[config.mk]
export PLATFORM = sky130hd
export DESIGN_NAME = fp_add_scheduler
export DESIGN_NICKNAME = d
export VERILOG_FILES = /design/src/rtl/fp_add_scheduler.sv
export SDC_FILE = /design/constraint.sdc
export NUM_CORES = 1
export LEC_CHECK = 0
export ABC_AREA = 1
export ABC_CLOCK_PERIOD_IN_PS = 2400
export BUFFER_PORTS_ARGS = -buffer_cell sky130_fd_sc_hd__buf_2
export CAP_MARGIN = 10
export CORE_AREA = 2 2 163 165
export DETAILED_ROUTE_END_ITERATION = 8
export DIE_AREA = 0 0 165 167
export PLACE_DENSITY_LB_ADDON = 0.05
export SETUP_SLACK_MARGIN = 0.4
export SYNTH_ARGS = -nofsm -noshare
export SYNTH_HDL_FRONTEND = slang
export SYNTH_SLANG_ARGS = --single-unit
[constraint.sdc]
create_clock -name clk -period 2.4 [get_ports clk]
set_clock_uncertainty 0.2 [all_clocks]
set_input_delay 0.36 -clock clk [delete_from_list [all_inputs] [get_ports clk]]
set_output_delay 0.36 -clock clk [all_outputs]
set_load 0.02 [all_outputs]
[src/rtl/fp_add_scheduler.sv]
// fp_add_scheduler: round-robin arbiter sharing one combinational fp_adder among NUM_REQ requesters
module fp_add_scheduler #(
  parameter int NUM_REQ = 4,
  parameter int ID_W = 2
) (
  input  logic                  clk,
  input  logic                  rst,
  input  logic [NUM_REQ-1:0]    req_valid,
  output logic [NUM_REQ-1:0]    req_ready,
  input  logic [32*NUM_REQ-1:0] req_a,
  input  logic [32*NUM_REQ-1:0] req_b,
  input  logic [NUM_REQ-1:0]    req_op,
  output logic [31:0]           add_numberA,
  output logic [31:0]           add_numberB,
  output logic                  add_A_S,
  input  logic [31:0]           add_Result,
  output logic                  rsp_valid,
  input  logic                  rsp_ready,
  output logic [ID_W-1:0]       rsp_id,
  output logic [31:0]           rsp_result,
  output logic                  busy,
  output logic [15:0]           ops_done
);
  typedef enum logic [1:0] {IDLE, EXEC, RESP} state_t;
  state_t state, state_next;
  logic [ID_W-1:0] last_grant, grant;
  logic found, accept;
  int idx;
  // search starts just after the previous winner so every requester gets a turn
  always_comb begin
    found = 1'b0;
    grant = '0;
    idx = 0;
    for (int k = 1; k <= NUM_REQ; k++) begin
      idx = (int'(last_grant) + k) % NUM_REQ;
      if (!found && req_valid[ID_W'(idx)]) begin
        found = 1'b1;
        grant = ID_W'(idx);
      end
    end
  end
  assign accept = state == IDLE && found && !rst;
  assign req_ready = accept ? NUM_REQ'(1) << grant : '0;
  assign rsp_valid = state == RESP;
  assign busy = state != IDLE;
  always_comb begin
    state_next = state;
    state_next = state == IDLE ? (accept ? EXEC : IDLE) :
                 state == EXEC ? RESP : (rsp_ready ? IDLE : RESP);
  end
  // operand registers hold after EXEC so the adder inputs stay quiet between ops
  always_ff @(posedge clk) begin
    if (rst) begin
      state <= IDLE;
      last_grant <= ID_W'(NUM_REQ - 1);
      rsp_id <= '0;
      rsp_result <= '0;
      add_numberA <= '0;
      add_numberB <= '0;
      add_A_S <= 1'b0;
      ops_done <= '0;
    end else begin
      state <= state_next;
      if (accept) begin
        add_numberA <= req_a[32*grant +: 32];
        add_numberB <= req_b[32*grant +: 32];
        add_A_S <= req_op[grant];
        rsp_id <= grant;
        last_grant <= grant;
      end
      if (state == EXEC) rsp_result <= add_Result;
      if (rsp_valid && rsp_ready) ops_done <= ops_done + 16'd1;
    end
  end
endmodule

==> impl_metrics.toml, run 1 <==
[run_status]
status = "complete, but fails checks"
violations = "negative setup slack"

[place]
hpwl_mm = 22.2
port_buffers = 419
pre_cts_ws_ps = -193
place_area_mm2 = 0.00982
gp_congestion = 0.838

[detailed_routing]
drc = 0
avgViaCountPerCell = 4.80
wl_per_cell_um = 17.3
antenna_left = 0
wl_mm = 34.3
vias = 9519
firstDrtPassIters = 6
drt_first_iter_violations = 606

[worst_setup_path]
crit_top_cell = "nand2_4"
cp_max_fo = 8
cpPeakStageDelay_ps = 420
critPathCaptureType = "output pin"
critical_path_class = "register to output pin"
crit_chain = "inv_8, nand2_4, nand3_2, nand2_4, nand4_1, nand2_4, nand3_4, buf_12, nor3_4, buf_6"
start_kind = "register"
r2r_start = "last_grant[0]"
r2r_cells = 14
cp-startpoint = "last_grant[0]"
slowest_stage = "dfxtp_4"
arrival_ps = 2030
required_ps = 1840

[global_route]
antenna_found_initial = 9
grt_pass1_vias = 8677
grt_pass1_wl_mm = 48.1
grt-ovfl-total = 0
grtUsageTotal_pct = 22.6
grt_max_degree = 83

[timing]
worst_pin_slew_ps = 588
relSlewSlack_pct = 60.7
rsz0062_at_grt = "yes"
setup_viol = 22
final_max_slew_viol_count = 0
layout_setup_ws_ps = -190
fin_crit_sh_pct = 108
period_needed_ps = 2590
whs_ps = 51.8
hold_viol = 0
fmax_mhz = 386

[clock_tree]
cts_max_level = 4
cts_made_buffers = 17
clk_pin_slew_ps = 70
clock_latency_ps = 410
clk_path_buf_depth = 2
clkSinkCount = 119
cts-root-buf = "clkbuf_16"
cts_tree = "yes"

[yosys]
ys_types = 33
avgSynthCellArea_um2 = 6.20
ys_warn_count = 0
ys_top_cells_by_area = "dfxtp_1 33%, nand2_1 17%, nand3_1 13%, nand4_1 9.7%, inv_1 6.4%"
ys_seq_area_share_pct = 33.3
syn_inst = 1155
synth_top_cell_by_area = "dfxtp_1"
synth_fp_nets = 1455
yosysTopAreaCellShare_pct = 33.3
synth_area_mm2 = 0.00716
synth_seq_cells = 119

[final_layout]
drive_above_1_share_pct = 40.2
area_growth_pct = 66.7
final_area_mm2 = 0.0119
final_common_cell = "buf_2"
fill_cells = 2742
final_cell_mix = "415 x buf_2, 302 x nand2_1, 168 x nand3_1"
nets = 1925

[die]
die-width_um = 165
start_util_pct = 27.8
num_rows = 59
fp.dieH_um = 167
io_pins = 420
die-area_mm2 = 0.0276
core_area_mm2 = 0.0258

[min_path]
min_path_type = "primary input to register"
holdPathStages = 4
worst_hold_startpoint = "req_a[26]"

[pwr]
ir_worst_vdd_v = 0.000904
power_density_mw_per_mm2 = 1680
p_leak_nw = 6.38
power_mw = 20.1

[job]
drv_cap = 0
## flip-flops by register name, summed over array words and instances (netlist names)
register	cells
add_numberA	32
add_numberB	32
rsp_result	32
ops_done	16
last_grant	2
rsp_id	2
state	2
add_A_S	1
## stage by stage
stage / util [%] / setup TNS [ps] / cells
global route: 46.4 / -4820 / 1980
detailed placement: 38.1 / -2080 / 1858
global placement: 38.1 / -1290 / 1858
finish: 46.4 / -1150 / 1982
floorplan: - / 0 / 1155
CTS: 43.3 / -2710 / 1942
## cell families after synthesis
group                    count (synthesis)  synth area share (%)
flip-flops                             119                  33.3
AO/OA/AOI/OAI                           66                  4.75
AND/OR/NAND/NOR                        754                  49.0
adder cells (fa/ha/maj)                  1                 0.175
buffers and inverters                  215                  12.8
## cell usage after synthesis (all sizes together)
master	instances
a211oi	1
a21oi	16
a31oi	1
and2	1
buf	51
clkbuf	37
dfxtp	119
ha	1
inv	127
nand2	335
nand3	189
nand4	112
nor2	84
nor3	6
nor3b	1
nor4	2
o211ai	1
o21ai	47
or2	24
## critical path: cells and delay by family (launching register included)
kind / cells / cell delay [ps]
buffers and inverters: 3 / 360
DFF: 1 / 420
and+or+nand+nor: 7 / 840
## per-layer routing
metal	GRT usage [%]	share of wire, %	vias to the layer above	routed length (um)
met5	0	0	-	0
met3	5.38	7.2	41	2490
met4	7.56	2.0	0	692
met1	26.8	41	4361	13900
li1	-	-	4750	-
met2	39.5	50	367	17200
## where the power goes
group,total [mW],switching [mW],leakage (nW),internal [mW]
clock,2.48,1.06,0.262,1.42
combinational,14.7,8.24,5.13,6.47
sequential,2.92,0.311,0.982,2.61
## area by class of cell
cell class / count / area, um^2 / area share [%]
inverter: 127 / 495 / 4.15
timing repair buffer: 539 / 3770 / 31.6
tap: 335 / 419 / 3.51
sequential: 119 / 2400 / 20.1
clock buffer: 20 / 467 / 3.91
clock inverter: 12 / 91.3 / 0.765
antenna: 9 / 22.5 / 0.189
multi-input combinational: 821 / 4280 / 35.8
## worst paths after layout
path                      to  slack [ps]
min reg2reg  add_numberA[15]         240
max             req_ready[2]        -190
max reg2reg   add_numberB[7]         -60
min          add_numberA[26]          50
## repair_timing
item,4_1_cts,5_1_grt
setup endpoints to repair,75,79
gates cloned,7,11
endpoints found under the hold margin,32,0
hold buffers,32,0
buffers inserted,13,20
pin swaps,13,28
gates resized for setup,43,88
Power figures use the tool's default switching activity.
==> run 2: changes to the inputs <==
Settings changed: PLACE_DENSITY from default to 0.66, PLACE_DENSITY_LB_ADDON 0.05 to default.
==> run 2 against run 1 <==
  * The flow still finishes with violations (negative setup slack)
  * Global-route usage shrank 2.3 points
  * Routed wire length shrank 6.1%
  * Register-to-register slack lost 130 ps
  * Sequential share of layout area shrank 0.69 points
  * Power grew 6.8%
  * Core utilization grew 1.6 points
  * Critical path type unchanged
  * Critical endpoint unchanged
  * Largest cell class unchanged
  * Largest power group unchanged
  * Highest routed layer is now met5
==> impl_metrics.toml, run 2 (synthesis gave the netlist of run 1 again) <==
[detailed_routing]
vias = 9872
wl_mm = 32.3
firstDrtPassIters = 7
drt_first_iter_violations = 721
antenna_left = 0
drc = 0
avgViaCountPerCell = 4.98
wl_per_cell_um = 16.3

[clock_tree]
clk_path_buf_depth = 2
clkSinkCount = 119
clock_latency_ps = 410
cts_tree = "yes"
cts_max_level = 4
cts-root-buf = "clkbuf_16"
clk_pin_slew_ps = 60
cts_made_buffers = 17

[final_layout]
fill_cells = 2511
top_regs = "add_numberA: 32 flops, add_numberB: 32 flops, rsp_result: 32 flops"
final_common_cell = "buf_2"
nets = 1934
final_area_mm2 = 0.0124
drive_above_1_share_pct = 44.3
area_growth_pct = 72.5
post-route-util_pct = 48.0
final_cell_mix = "415 x buf_2, 276 x nand2_1, 124 x nand3_1"

[die]
fp.dieH_um = 167
die-area_mm2 = 0.0276
die-width_um = 165
io_pins = 420
start_util_pct = 27.8
num_rows = 59
core_area_mm2 = 0.0258

[min_path]
min_path_type = "primary input to register"
holdPathStages = 2

[timing]
fin_setup_tns_ps = -2450
fin_crit_sh_pct = 110
hold_viol = 0
whs_ps = 37.2
layout_setup_ws_ps = -232
relSlewSlack_pct = 32.5
fmax_mhz = 380
setup_viol = 33
rsz0062_at_grt = "yes"
final_max_slew_viol_count = 0
period_needed_ps = 2630
worst_pin_slew_ps = 1010

[pwr]
power_frac_comb_pct = 72.6
power_switching_mw = 10.1
swShare_pct = 47.0
seqPwrFrac_pct = 13.7
power.internal_mw = 11.4
ir_worst_vdd_v = 0.000937
power_density_mw_per_mm2 = 1740
power_mw = 21.5
p_clk_share_pct = 13.7
p_leak_nw = 6.60

[worst_setup_path]
start_kind = "register"
r2r_cells = 16
crit_top_cell = "nand2_4"
arrival_ps = 2070
worstSetupPathDepth = 11
slowest_stage = "dfxtp_4"
crit_chain = "buf_6, inv_4, nand2_4, nand3_4, nand2_4, nand4_1, nand2_4, nand3_4, buf_12, nor3_4, buf_6"
required_ps = 1840
r2r_end = "add_numberB[21]"
crit_family = "simple AND/OR/NAND/NOR gates"
critical_path_class = "register to output pin"
r2r_start = "last_grant[0]"
cp-startpoint = "last_grant[0]"
rrSetupSlack_ps = -190
critPathCaptureType = "output pin"
cpPeakStageDelay_ps = 420
endpoint = "req_ready[2]"
critPathBufInv = 4
cp_max_fo = 6

[global_route]
grt-ovfl-total = 0
grt_max_degree = 88
grt_pass1_wl_mm = 44.4
grtUsageTotal_pct = 20.3
grt_pass1_vias = 8783
antenna_found_initial = 5

[place]
place_area_mm2 = 0.00986
port_buffers = 419
gp_congestion = 0.897
hpwl_mm = 21.0

[run_status]
violations = "negative setup slack"
status = "complete, but fails checks"

[job]
drv_cap = 0
run 2: layer usage:
layer  GRT usage (%)  wire length, um  vias up
li1                -                -     4738
met1            23.4            12600     4536
met2            35.4            15900      518
met3            5.88             2900       74
met4            6.77              867        6
met5               0               36        -
run 2: worst min-delay path by stage:
stage                            to            start
global route               state[1]              rst
floorplan                  state[1]              rst
CTS                     ops_done[4]              rst
detailed placement  add_numberA[19]  add_numberA[19]
global placement    add_numberA[29]  add_numberA[29]
finish                     state[1]              rst
run 2: worst register-to-register path: cells and delay by family, from the launching register on:
| kind | cells | cell delay [ps] |
|---|---|---|
| flip-flops | 1 | 420 |
| buffers and inverters | 7 | 820 |
| AND/OR/NAND/NOR | 9 | 1030 |
run 2: layout make-up:
cell class,count,area [um^2],area share [%]
clock buffer,19,453,3.67
multi-input combinational,821,4640,37.5
tap,335,419,3.39
timing repair inverter,1,6.26,0.0506
clock inverter,13,218,1.76
inverter,127,497,4.02
sequential,119,2400,19.4
timing repair buffer,547,3730,30.2
antenna,2,5.00,0.0405
run 2: what timing repair did:
action	4_1_cts	5_1_grt
cloned	3	10
pin swaps	18	40
endpoints found under the setup margin	77	80
hold endpoints to repair	32	0
gates resized for setup	57	149
buffers inserted	18	26
hold buffers	32	0
run 2: through the flow:
| step | cells | setup WS, ps |
|---|---|---|
| finish | 1984 | -232 |
| global route | 1984 | -342 |
| CTS | 1946 | -215 |
| detailed placement | 1861 | -106 |
| global placement | 1861 | -53.6 |
| floorplan | 1155 | 165 |
run 2: power groups by stage:
stage	registers, mW	logic [mW]	clock network, mW
CTS	2.92	12.2	3.00
finish	2.94	15.6	2.94
floorplan	3.56	6.88	0
global placement	2.93	10.7	0
global route	3.00	16.7	3.10
detailed placement	2.94	10.8	0
